File: config.mk
export PLATFORM = sky130hd
export DESIGN_NAME = uart_rx_cozucu
export DESIGN_NICKNAME = d
export VERILOG_FILES = /design/src/rtl/uart_rx_cozucu.sv
export SDC_FILE = /design/constraint.sdc
export NUM_CORES = 1
export LEC_CHECK = 0
export BUFFER_PORTS_ARGS = -buffer_cell sky130_fd_sc_hd__buf_4
export CORE_MARGIN = 1
export CORE_UTILIZATION = 45
export DETAILED_ROUTE_END_ITERATION = 7
export HOLD_SLACK_MARGIN = 0.02
export PLACE_DENSITY = 0.74
export SLEW_MARGIN = 20
export SYNTH_ARGS = -nofsm -noshare
export SYNTH_HDL_FRONTEND = slang
export SYNTH_SLANG_ARGS = --single-unit
File: constraint.sdc
create_clock -name clk_i -period 2.7 [get_ports clk_i]
set_input_delay 0.27 -clock clk_i [delete_from_list [all_inputs] [get_ports clk_i]]
set_output_delay 0.27 -clock clk_i [all_outputs]
set_load 0.02 [all_outputs]
File: src/rtl/uart_rx_cozucu.sv
// 8N1 UART receive front end: 2-flop synchronizer, mid-bit sampling FSM and FWFT byte FIFO.
// Optional even-parity bit and parite_hata_o pulse when UART_PARITE_EN is defined.
module uart_rx_cozucu #(
  parameter int FIFO_DERINLIK   = 16,
  parameter int SAYAC_GENISLIGI = 16
) (
  input  logic                       clk_i,
  input  logic                       rstn_i,
  input  logic [SAYAC_GENISLIGI-1:0] baud_clk_i,
  input  logic                       rx_en_i,
  input  logic                       rx_oku_en,
  input  logic                       rx_veri_i,
  output logic [7:0]                 rx_veri_o,
  output logic                       rx_fifo_bos,
  output logic                       rx_fifo_dolu,
  output logic                       cerceve_hata_o,
  output logic                       tasma_o,
  output logic                       parite_hata_o
);

  localparam int AW = $clog2(FIFO_DERINLIK);
  localparam logic [AW:0] DERINLIK_C = (AW+1)'(FIFO_DERINLIK);
  localparam logic [SAYAC_GENISLIGI-1:0] BIR_C = SAYAC_GENISLIGI'(1);

  typedef enum logic [2:0] {
    BOSTA,
    BASLA,
    VERI,
`ifdef UART_PARITE_EN
    PARITE,
`endif
    DUR
  } durum_t;

  durum_t                     durum_q, durum_d;
  logic                       senk1_q, senk2_q, onceki_q;
  logic [SAYAC_GENISLIGI-1:0] sayac_q, sayac_d;
  logic [SAYAC_GENISLIGI-1:0] bolen_q, bolen_d;
  logic [2:0]                 bit_idx_q, bit_idx_d;
  logic [7:0]                 veri_q, veri_d;
  logic                       cerceve_q, cerceve_d;
  logic                       tasma_q, tasma_d;
  logic                       push, sayac_sifir, devre_disi;
`ifdef UART_PARITE_EN
  logic                       par_hata_q, par_hata_d;
  logic                       parite_q, parite_d;
`endif

  logic [7:0]    mem [FIFO_DERINLIK];
  logic [AW-1:0] yaz_ptr_q, oku_ptr_q;
  logic [AW:0]   adet_q;
  logic          pop, yaz;

  assign sayac_sifir = (sayac_q == '0);
  assign devre_disi  = !rx_en_i || (baud_clk_i < SAYAC_GENISLIGI'(4));

  always_ff @(posedge clk_i or negedge rstn_i) begin
    if (!rstn_i) begin
      senk1_q   <= 1'b1;
      senk2_q   <= 1'b1;
      onceki_q  <= 1'b1;
      durum_q   <= BOSTA;
      sayac_q   <= '0;
      bolen_q   <= '0;
      bit_idx_q <= '0;
      veri_q    <= '0;
      cerceve_q <= 1'b0;
      tasma_q   <= 1'b0;
`ifdef UART_PARITE_EN
      par_hata_q <= 1'b0;
      parite_q   <= 1'b0;
`endif
    end else begin
      senk1_q   <= rx_veri_i;
      senk2_q   <= senk1_q;
      onceki_q  <= senk2_q;
      durum_q   <= durum_d;
      sayac_q   <= sayac_d;
      bolen_q   <= bolen_d;
      bit_idx_q <= bit_idx_d;
      veri_q    <= veri_d;
      cerceve_q <= cerceve_d;
      tasma_q   <= tasma_d;
`ifdef UART_PARITE_EN
      par_hata_q <= par_hata_d;
      parite_q   <= parite_d;
`endif
    end
  end

  // Reloads use bolen-1 because the zero cycle itself counts, giving exactly bolen cycles per bit.
  always_comb begin
    durum_d   = durum_q;
    sayac_d   = sayac_q;
    bolen_d   = bolen_q;
    bit_idx_d = bit_idx_q;
    veri_d    = veri_q;
    cerceve_d = 1'b0;
    push      = 1'b0;
`ifdef UART_PARITE_EN
    par_hata_d = par_hata_q;
    parite_d   = 1'b0;
`endif
    case (durum_q)
      BOSTA: begin
        if (onceki_q && !senk2_q) begin
          bolen_d = baud_clk_i;
          sayac_d = baud_clk_i >> 1;
          durum_d = BASLA;
        end
      end
      BASLA: begin
        if (!sayac_sifir) begin
          sayac_d = sayac_q - BIR_C;
        end else if (senk2_q) begin
          durum_d = BOSTA;
        end else begin
          sayac_d   = bolen_q - BIR_C;
          bit_idx_d = '0;
          durum_d   = VERI;
        end
      end
      VERI: begin
        if (!sayac_sifir) begin
          sayac_d = sayac_q - BIR_C;
        end else begin
          veri_d[bit_idx_q] = senk2_q;
          sayac_d           = bolen_q - BIR_C;
          bit_idx_d         = bit_idx_q + 3'd1;
          if (bit_idx_q == 3'd7) begin
`ifdef UART_PARITE_EN
            durum_d = PARITE;
`else
            durum_d = DUR;
`endif
          end
        end
      end
`ifdef UART_PARITE_EN
      PARITE: begin
        if (!sayac_sifir) begin
          sayac_d = sayac_q - BIR_C;
        end else begin
          par_hata_d = (^veri_q) ^ senk2_q;
          sayac_d    = bolen_q - BIR_C;
          durum_d    = DUR;
        end
      end
`endif
      DUR: begin
        if (!sayac_sifir) begin
          sayac_d = sayac_q - BIR_C;
        end else begin
          durum_d   = BOSTA;
          cerceve_d = !senk2_q;
`ifdef UART_PARITE_EN
          parite_d = par_hata_q;
          push     = senk2_q && !par_hata_q;
`else
          push     = senk2_q;
`endif
        end
      end
      default: durum_d = BOSTA;
    endcase
    if (devre_disi) begin
      durum_d   = BOSTA;
      push      = 1'b0;
      cerceve_d = 1'b0;
`ifdef UART_PARITE_EN
      parite_d = 1'b0;
`endif
    end
  end

  // A pop on a full FIFO frees the slot the simultaneous push needs.
  assign rx_fifo_bos  = (adet_q == '0);
  assign rx_fifo_dolu = (adet_q == DERINLIK_C);
  assign pop          = rx_oku_en && !rx_fifo_bos;
  assign yaz          = push && (!rx_fifo_dolu || pop);
  assign tasma_d      = push && rx_fifo_dolu && !pop;

  always_ff @(posedge clk_i) begin
    if (yaz) begin
      mem[yaz_ptr_q] <= veri_q;
    end
  end

  always_ff @(posedge clk_i or negedge rstn_i) begin
    if (!rstn_i) begin
      yaz_ptr_q <= '0;
      oku_ptr_q <= '0;
      adet_q    <= '0;
    end else begin
      if (yaz) yaz_ptr_q <= yaz_ptr_q + AW'(1);
      if (pop) oku_ptr_q <= oku_ptr_q + AW'(1);
      case ({yaz, pop})
        2'b10:   adet_q <= adet_q + (AW+1)'(1);
        2'b01:   adet_q <= adet_q - (AW+1)'(1);
        default: adet_q <= adet_q;
      endcase
    end
  end

  assign rx_veri_o      = rx_fifo_bos ? 8'h00 : mem[oku_ptr_q];
  assign cerceve_hata_o = cerceve_q;
  assign tasma_o        = tasma_q;
`ifdef UART_PARITE_EN
  assign parite_hata_o  = parite_q;
`else
  assign parite_hata_o  = 1'b0;
`endif

endmodule

==> flow_summary_export.csv, run 1 <==
group,metric,value,unit
run_status,status,"finished, violations left",
run_status,violations,"negative setup slack",
cells_and_area,antennaDiodeCount,0,
worst_hold_path,min_to,"bolen_q[0]",
worst_setup_path,end_kind,"output port",
worst_setup_path,critPathRequiredTime,2.43,ns
cells_and_area,num-fill-cells,1510,
logic_synthesis,synth-xor-area-share,3.13,%
floorplan,fp.coreArea,19500,um^2
route,dr_total_vias,5842,
cells_and_area,area_growth,18.4,%
worst_setup_path,cp.arrival,2.47,ns
worst_setup_path,critPathKind,"register to output port",
sta,final.period_utilization,101,%
worst_setup_path,worstSetupStartpointType,"register",
worst_setup_path,crit_fanout,8,
clock_tree,clk_latency,0.44,ns
sta,finClkSkew,0.0114,ns
power,ir_drop,0.351,mV
power,finalPower,9.68,mW
sta,finalMaxSlewViolations,0,
route,drtIter0Drc,709,
power,p_int,6.39,mW
logic_synthesis,synth_area,8950,um^2
power,p_leak,3.96,nW
logic_synthesis,synth_commonest_cells,"edfxtp_1, nand2_1, dfrtp_1",
route,wl_per_cell,21.8,um
clock_tree,cts_tree,"yes",
logic_synthesis,synth_top_family_by_area,"simple AND/OR/NAND/NOR gates",
global_routing,grt_pass1_wl,33400,um
clock_tree,cts_made_buffers,17,
power,pwr-share-seq,39.2,%
sta,period_needed,2.74,ns
logic_synthesis,yosysTopAreaCell,"edfxtp_1",
clock_tree,clk_pin_slew,0.07,ns
logic_synthesis,synth_seq_cells,191,
logic_synthesis,synth_edf_count,128,
sta,setup_viol,7,
job,maxCapViolCount,0,
sta,worstMarginPinSlew,0.803,ns
logic_synthesis,synth_nets,689,
floorplan,die_y,143,um
worst_setup_path,cp_slowest_cell,"mux4_2",
clock_tree,htreeDepth,4,
logic_synthesis,yosysTopAreaCellShare,43.0,%
power,power_frac_clock,25.9,%
worst_setup_path,reg2regPathDepth,8,
logic_synthesis,synthMuxAreaShare,11.9,%
worst_setup_path,timing.rr.end,"mem[1][3]",
sta,report.final.hold_viol_count,0,
worst_setup_path,slowest_delay,0.56,ns
placement,pre_cts_ws,-0.0122,ns
placement,dp.cells,953,
worst_setup_path,critPathBufInv,3,
sta,fin_setup_tns,-0.168,ns
logic_synthesis,synth_most_common_cell,"edfxtp_1",
power,p_switching,3.29,mW
clock_tree,cts_sinks,191,
worst_setup_path,rrSetupSlack,0.12,ns
sta,slew_headroom,46.5,%
worst_setup_path,crit_path_cell_trace,"buf_12 -> buf_16 -> mux4_2 -> mux4_2 -> nor2b_1 -> buf_4",
route,first_pass_iters,5,
global_routing,grt_usage,22.3,%
worst_setup_path,r2r_start,"sayac_q[0]",
logic_synthesis,avgSynthCellArea,13.8,um^2
logic_synthesis,yosysUniqueCellTypes,70,
cells_and_area,utilization,54.4,%
sta,finalWorstSetupSlack,-0.0365,ns
logic_synthesis,synthSimpleGateAreaFrac,12.7,%
floorplan,ioPinCount,34,
floorplan,row_count,51,
placement,place_hpwl,14000,um
sta,rsz0062_at_grt,"yes",
worst_setup_path,crit_path_frequent_cell,"mux4_2",
logic_synthesis,synth-adder-area-share,2.60,%
cells_and_area,nets,757,
power,switching_share,34.0,%
logic_synthesis,synth-compound-area-share,6.33,%
logic_synthesis,synth_cells,650,
sta,fmax,365,MHz
clock_tree,cts_root_buf,"clkbuf_16",
route,postRouteAntennaNets,0,
floorplan,dieArea,20500,um^2
logic_synthesis,yosysSeqAreaShare,60.6,%
floorplan,die_w,143,um
cells_and_area,drive_gt1_share,27.1,%
logic_synthesis,synthArstFlopShare,33.0,%
power,cellPowerDensity,914,nW/um^2
floorplan,initial_core_util,46.0,%
logic_synthesis,yosysWarnings,0,
route,finalWirelength,21700,um
global_routing,antenna_found_initial,0,
worst_hold_path,whs_path_depth,3,
worst_hold_path,hp-start,"baud_clk_i[0]",
global_routing,grt_max_degree,64,
placement,place.gp.congestion,0.923,
global_routing,gr-total-overflow,0,
clock_tree,clockBufferDepth,2,
power,combPwrFrac,34.9,%
logic_synthesis,synth.area.top_cells,"edfxtp_1, dfrtp_1, mux4_2",
route,drc,0,
logic_synthesis,synth-main-ff-cell,"edfxtp_1",
global_routing,grt_pass1_vias,5852,
worst_hold_path,hp-class,"primary input to register",
placement,port_buffers,32,
cells_and_area,stdcell_count,996,
worst_setup_path,crit_family,"multiplexers",
route,post_drt_via_cell_ratio,5.87,
worst max-delay path by stage:
stage / end / startpoint / cells past startpoint
after floorplan: mem[1][0] / sayac_q[5] / 6
after global placement: mem[11][7] / sayac_q[1] / 7
after detailed placement: mem[8][5] / sayac_q[1] / 7
after CTS: rx_veri_o[5] / oku_ptr_q[0] / 6
after global routing: rx_veri_o[6] / oku_ptr_q[0] / 6
final: rx_veri_o[6] / oku_ptr_q[0] / 6
what timing repair did:
item | 4_1_cts | 5_1_grt
hold buffers | 2 | 0
hold endpoints to repair | 61 | 0
setup endpoints to repair | 49 | 82
buffers inserted | 2 | 2
gates cloned | 4 | 1
pin swaps | 0 | 1
resized for setup | 8 | 17
worst register-to-register path, delay by kind of cell (launching register included):
| kind | cells | cell delay (ns) |
|---|---|---|
| flops | 1 | 0.38 |
| buf+inv | 3 | 0.54 |
| fa+ha+maj | 1 | 0.17 |
| simple gates | 4 | 1.20 |
metal layers:
layer  vias up  track usage, %  wire length [um]
li1       2579               -                 -
met1      2940            30.6              9040
met2       291            35.5             10500
met3        32            4.09              1690
met4         0            8.32               425
met5         -               0                 0
cells by family after synthesis:
kind of cell             after synthesis
other                                  1
XOR/XNOR                              32
flip-flops                           191
AND/OR/NAND/NOR                      214
buffers and inverters                 59
multiplexers                          54
AO/OA/AOI/OAI                         81
adder cells (fa/ha/maj)               18
layout make-up:
type | count | area, um^2 | area share, %
flip-flops and latches | 191 | 5430 | 51.2
multi-input cells | 400 | 3340 | 31.5
repair buffers | 85 | 818 | 7.72
clock buffers | 17 | 425 | 4.01
well taps | 265 | 332 | 3.13
clock inverters | 15 | 170 | 1.61
inverters | 23 | 86.3 | 0.815
metrics by stage:
| step | instance area (um^2) | hold slack (ns) |
|---|---|---|
| finish | 10600 | 0.0445 |
| global route | 10600 | 0.0631 |
| CTS | 10500 | 0.0360 |
| detailed placement | 9730 | 0.349 |
| global placement | 9730 | 0.347 |
| floorplan | 8950 | -0.0256 |
cells in the final DEF (no fill, tap or decap), types with 14 or more instances in the layout:
master / count
ha_1: 16
inv_1: 20
mux4_2: 40
xnor2_1: 18
o21ai_0: 20
clkbuf_16: 18
nor2_1: 29
buf_4: 69
a21oi_1: 17
edfxtp_1: 128
nand2_1: 80
xor2_1: 14
nor3_1: 16
dfrtp_1: 59
power by group through the flow:
stage,Clock (mW),Combinational (mW),Sequential (mW)
2_1_floorplan,0,2.13,3.67
3_3_place_gp,0,2.83,3.82
3_5_place_dp,0,2.91,3.84
4_1_cts,2.53,3.23,3.78
5_1_grt,2.65,3.64,3.84
6_report,2.51,3.38,3.79
state kept, by name (all words and copies together), names as in the netlist, 2 cells and up:
name       flops
adet_q         5
oku_ptr_q      4
durum_q        2
bolen_q       16
sayac_q       16
bit_idx_q      3
yaz_ptr_q      4
mem          128
veri_q         8
No activity file was read; power rests on OpenSTA's default activity.
==> run 2, diff against run 1 <==
--- a/config.mk
+++ b/config.mk
@@ -11,6 +11,7 @@
 export DETAILED_ROUTE_END_ITERATION = 7
 export HOLD_SLACK_MARGIN = 0.02
 export PLACE_DENSITY = 0.74
+export SETUP_SLACK_MARGIN = 0.15
 export SLEW_MARGIN = 20
 export SYNTH_ARGS = -nofsm -noshare
 export SYNTH_HDL_FRONTEND = slang
==> run 2 against run 1 <==
  * Critical endpoint is now rx_veri_o[0]
  * Routed wire length shrank 6.7%
  * Register-to-register slack is essentially flat
  * The run now ends clean
  * Fmax grew 3.3%
  * Sequential power grew 1%
  * Largest cell class unchanged
  * Total power shrank 2.6%
  * Die area is the same
  * Critical path type unchanged
==> flow_summary_export.csv, run 2 (synthesized netlist as in run 1, its figures left out) <==
group,metric,value,unit
floorplan,ioPinCount,34,
floorplan,row_count,51,
sta,finalWorstSetupSlack,0.0502,ns
cells_and_area,final_cell_mix,"edfxtp_1, nand2_1, buf_4",
worst_setup_path,r2r_start,"sayac_q[6]",
worst_setup_path,timing.rr.end,"adet_q[4]",
worst_hold_path,hp-start,"baud_clk_i[0]",
cells_and_area,num-fill-cells,1507,
floorplan,die_y,143,um
sta,worstMarginPinSlew,0.787,ns
power,finalPower,9.43,mW
clock_tree,htreeDepth,4,
floorplan,initial_core_util,46.0,%
cells_and_area,nets,755,
global_routing,grt_pass1_vias,5743,
worst_setup_path,slowest_delay,0.54,ns
clock_tree,cts_root_buf,"clkbuf_16",
cells_and_area,final_common_cell,"edfxtp_1",
global_routing,gr-usage-met3,4.36,%
global_routing,grt_util_met1,29.1,%
worst_setup_path,reg2regPathDepth,13,
worst_setup_path,end_kind,"output port",
route,postRouteAntennaNets,0,
sta,finClkSkew,0.00979,ns
route,drtIter0Drc,651,
global_routing,busiest_layer,"met2",
worst_setup_path,rrSetupSlack,0.13,ns
route,post_drt_via_cell_ratio,5.75,
sta,report.final.hold_viol_count,0,
worst_setup_path,cp_num_cells,5,
sta,final.period_utilization,98.1,%
worst_hold_path,hp-class,"primary input to register",
floorplan,fp.coreArea,19500,um^2
worst_setup_path,critPathBufInv,2,
global_routing,grt_usage,21.3,%
route,wl_per_cell,20.3,um
cells_and_area,area_growth,18.3,%
clock_tree,clk_pin_slew,0.07,ns
global_routing,antenna_found_initial,0,
sta,setup_viol,0,
global_routing,gr-total-overflow,0,
placement,port_buffers,32,
cells_and_area,seq_area,5430,um^2
route,drc,0,
clock_tree,cts_made_buffers,17,
placement,dp.cells,954,
route,finalWirelength,20200,um
worst_hold_path,whs_path_depth,3,
global_routing,grtUsageMet2,33.9,%
worst_setup_path,worstSetupStartpointType,"register",
floorplan,die_w,143,um
placement,pre_cts_ws,-0.0186,ns
placement,place.gp.congestion,0.930,
power,p_leak,3.91,nW
worst_setup_path,crit_fanout,18,
worst_setup_path,crit_family,"multiplexers",
run_status,status,"finished, final reports clean",
job,maxCapViolCount,0,
clock_tree,cts_tree,"yes",
placement,place_hpwl,14000,um
clock_tree,clk_latency,0.44,ns
cells_and_area,drive_gt1_share,29.2,%
cells_and_area,stdcell_count,994,
sta,period_needed,2.65,ns
worst_setup_path,critPathKind,"register to output port",
clock_tree,clockBufferDepth,2,
cells_and_area,largest_reg_flops,128,
sta,rsz0062_at_grt,"yes",
cells_and_area,antennaDiodeCount,0,
worst_setup_path,crit_path_frequent_cell,"mux4_2",
power,cellPowerDensity,891,nW/um^2
worst_setup_path,cp.arrival,2.38,ns
cells_and_area,reg.largest.list,"mem (128), bolen_q (16), sayac_q (16)",
route,dr_total_vias,5715,
worst_setup_path,critPathRequiredTime,2.43,ns
worst_hold_path,min_to,"bolen_q[0]",
worst_setup_path,cp_slowest_cell,"mux4_2",
route,first_pass_iters,5,
sta,fmax,377,MHz
sta,slew_headroom,47.6,%
global_routing,grt_max_degree,64,
global_routing,grt_pass1_wl,32100,um
power,ir_drop,0.457,mV
clock_tree,cts_sinks,191,
cells_and_area,largest-register,"mem",
floorplan,dieArea,20500,um^2
sta,finalMaxSlewViolations,0,
worst_setup_path,crit_path_cell_trace,"buf_12 -> mux4_2 -> mux4_2 -> nor2b_1 -> buf_4",
cells_and_area,multi_input_area,3440,um^2
-- run 2: cell types whose count changed in the layout (fill, tap and decap cells not counted), sizes merged --
cell / before / now
clkinvlp: 0 / 1
buf: 82 / 81
clkbuf: 18 / 17
inv: 30 / 32
clkinv: 7 / 4
-- run 2: how the worst max path moves through the flow --
stage | start | to | slack [ns]
floorplan | sayac_q[4] | adet_q[4] | 0.14
global placement | sayac_q[7] | mem[9][6] | 0.11
detailed placement | sayac_q[1] | adet_q[4] | -0.02
CTS | oku_ptr_q[0] | rx_veri_o[0] | 0.01
global route | sayac_q[6] | adet_q[4] | -0.03
finish | oku_ptr_q[0] | rx_veri_o[0] | 0.05
-- run 2: per-stage QoR --
stage	TNS [ns]	hold WS, ns	util [%]	area, um^2
floorplan	0	-0.0256	-	8970
global placement	0	0.347	50.2	9770
detailed placement	-0.0186	0.351	50.2	9770
CTS	0	0.0322	53.6	10400
global route	-0.174	0.0543	54.4	10600
finish	0	0.0469	54.4	10600
-- run 2: worst register-to-register path, delay by kind of cell, from the launching register on --
family | cells | cell delay [ns]
AOI/OAI and AO/OA | 3 | 0.49
and+or+nand+nor | 5 | 0.69
DFF | 1 | 0.44
adders and majority gates | 1 | 0.30
buffers and inverters | 3 | 0.44
xor gates and xnor gates | 1 | 0.13
-- run 2: final cells by class --
type / instances / share of cell area, %
well taps: 265 / 3.13
repair buffers: 83 / 6.74
clock inverters: 15 / 1.51
clock buffers: 17 / 4.02
flip-flops and latches: 191 / 51.3
inverters: 23 / 0.816
multi-input cells: 400 / 32.5
-- run 2: what timing repair did --
action	in CTS	in global routing
pin swaps	0	8
hold endpoints to repair	61	0
endpoints found under the setup margin	92	139
buffers inserted	3	3
gates resized for setup	14	28
hold buffers	2	0
-- run 2: metal layers --
metal	vias to the layer above	share of wire, %	wire length [um]
met1	2871	42	8550
met3	39	6.4	1300
met5	-	0	0
li1	2571	-	-
met2	234	49	9870
met4	0	2.5	511
-- run 2: power breakdown --
group	switching, mW	internal (mW)
sequential	0.436	3.39
combinational	1.61	1.50
clock	1.17	1.32
total	3.21	6.22
==> run 3, diff against run 2 <==
--- a/config.mk
+++ b/config.mk
@@ -9,6 +9,7 @@
 export CORE_MARGIN = 1
 export CORE_UTILIZATION = 45
 export DETAILED_ROUTE_END_ITERATION = 7
+export GPL_TIMING_DRIVEN = 0
 export HOLD_SLACK_MARGIN = 0.02
 export PLACE_DENSITY = 0.74
 export SETUP_SLACK_MARGIN = 0.15
==> run 3 against run 2 <==
  * The run now ends with negative setup slack left
  * Worst hold slack worse by 0.0078 ns
  * Total power is 5.8% higher
  * Die area stayed put
  * Final cell count is 2.4% higher
==> flow_summary_export.csv, run 3 (synthesized netlist as in run 1, its figures left out) <==
group,metric,value,unit
sta,finClkSkew,0.00814,ns
floorplan,die_w,143,um
worst_setup_path,worstSetupStartpointType,"register",
power,p_leak,4.01,nW
sta,setup_viol,8,
sta,slew_headroom,38.3,%
clock_tree,cts_tree,"yes",
worst_setup_path,end_kind,"output port",
cells_and_area,largest-register,"mem",
route,post_drt_via_cell_ratio,5.70,
clock_tree,cts_sinks,191,
floorplan,ioPinCount,34,
placement,place_hpwl,13800,um
cells_and_area,nets,779,
clock_tree,cts_root_buf,"clkbuf_16",
sta,final.period_utilization,104,%
route,drtIter0Drc,579,
sta,period_needed,2.81,ns
sta,worstMarginPinSlew,0.925,ns
worst_setup_path,critPathKind,"register to output port",
global_routing,grt_usage,22.1,%
route,dr_total_vias,5801,
power,power_frac_clock,26.0,%
route,postRouteAntennaNets,0,
placement,port_buffers,32,
clock_tree,htreeDepth,4,
sta,finalMaxSlewViolations,0,
power,cellPowerDensity,913,nW/um^2
cells_and_area,final_cell_mix,"edfxtp_1, nand2_1, buf_4",
power,p_switching,3.33,mW
worst_hold_path,hp-class,"primary input to register",
global_routing,grt_max_degree,64,
global_routing,antenna_found_initial,1,
clock_tree,cts_made_buffers,17,
worst_setup_path,critPathRequiredTime,2.43,ns
global_routing,grt_pass1_wl,33000,um
global_routing,gr-total-overflow,0,
run_status,violations,"negative setup slack",
sta,report.final.hold_viol_count,0,
clock_tree,clk_latency,0.44,ns
floorplan,row_count,51,
floorplan,dieArea,20500,um^2
floorplan,initial_core_util,46.0,%
cells_and_area,final_common_cell,"edfxtp_1",
worst_setup_path,cp.arrival,2.54,ns
route,finalWirelength,21100,um
sta,finalWorstSetupSlack,-0.111,ns
cells_and_area,utilization,56.1,%
power,pwr-share-seq,37.1,%
run_status,status,"finished, violations left",
cells_and_area,antennaDiodeCount,0,
power,combPwrFrac,36.9,%
cells_and_area,reg.largest.list,"mem (128), bolen_q (16), sayac_q (16)",
cells_and_area,largest_reg_flops,128,
cells_and_area,area_growth,22.1,%
clock_tree,clockBufferDepth,2,
placement,place.gp.congestion,0.896,
route,first_pass_iters,5,
worst_setup_path,crit_fanout,7,
job,maxCapViolCount,0,
cells_and_area,num-fill-cells,1499,
power,ir_drop,0.486,mV
floorplan,fp.coreArea,19500,um^2
sta,hold_ws,0.0391,ns
power,p_int,6.65,mW
power,switching_share,33.4,%
sta,fmax,356,MHz
floorplan,die_y,143,um
route,wl_per_cell,20.7,um
sta,rsz0062_at_grt,"yes",
global_routing,grt_pass1_vias,5805,
cells_and_area,drive_gt1_share,30.0,%
route,drc,0,
clock_tree,clk_pin_slew,0.06,ns
## run 3: what timing repair did
action | in CTS | in global routing
endpoints found under the hold margin | 61 | 0
setup buffers | 24 | 11
cloned | 2 | 0
pin swaps | 25 | 19
hold buffers | 2 | 0
resized for setup | 78 | 24
setup endpoints to repair | 151 | 164
## run 3: through the flow
stage / setup slack, ns / TNS, ns / total power [mW] / instance area, um^2 / cells
after floorplan: 0.143 / 0 / 5.80 / 8970 / 650
after global placement: -0.589 / -52.59 / 6.51 / 9550 / 947
after detailed placement: -0.536 / -57.62 / 6.62 / 9580 / 947
after CTS: -0.0792 / -0.523 / 9.74 / 10800 / 1007
after global routing: -0.161 / -1.10 / 10.4 / 10900 / 1018
final: -0.111 / -0.620 / 9.98 / 10900 / 1018
## run 3: power by group through the flow
| stage | clock (mW) | combinational [mW] | sequential (mW) |
|---|---|---|---|
| after CTS | 2.62 | 3.43 | 3.69 |
| final | 2.60 | 3.68 | 3.70 |
| after global routing | 2.74 | 3.95 | 3.74 |
| after floorplan | 0 | 2.13 | 3.67 |
| after global placement | 0 | 2.79 | 3.72 |
| after detailed placement | 0 | 2.88 | 3.74 |
## run 3: layer usage
layer	GRT usage [%]	routed length, um
met1	29.1	8670
met2	36.7	10700
met3	4.80	1290
met4	6.96	446
met5	0	9
## run 3: final cells by class
type | instances | area (um^2) | area share, %
clock buffer | 18 | 429 | 3.93
clock inverter | 14 | 179 | 1.64
tap | 265 | 332 | 3.04
inverter | 23 | 87.6 | 0.802
sequential | 191 | 5430 | 49.7
multi-input combinational | 400 | 3580 | 32.7
timing repair buffer | 71 | 631 | 5.77
buffer | 36 | 265 | 2.43
## run 3: path summary, 6_finish.rpt
kind / from / to / slack (ns) / depth (start not counted)
setup / recovery: oku_ptr_q[0] / rx_veri_o[0] / -0.11 / 7
hold / removal: baud_clk_i[0] / bolen_q[0] / 0.04 / 3
setup reg to reg: sayac_q[5] / mem[6][4] / 0.09 / 8
hold reg to reg: senk1_q / senk2_q / 0.36 / 0
max in group asynchronous: rstn_i / sayac_q[9] / 1.69 / 2
min in group asynchronous: rstn_i / sayac_q[9] / 0.46 / 2
## run 3: worst max-delay path, stage by stage (launching register included)
cell,delay (ns)
dfrtp_1,0.39
buf_8,0.18
buf_12,0.12
buf_16,0.12
mux4_2,0.53
mux4_2,0.48
nor2b_4,0.15
buf_6,0.13
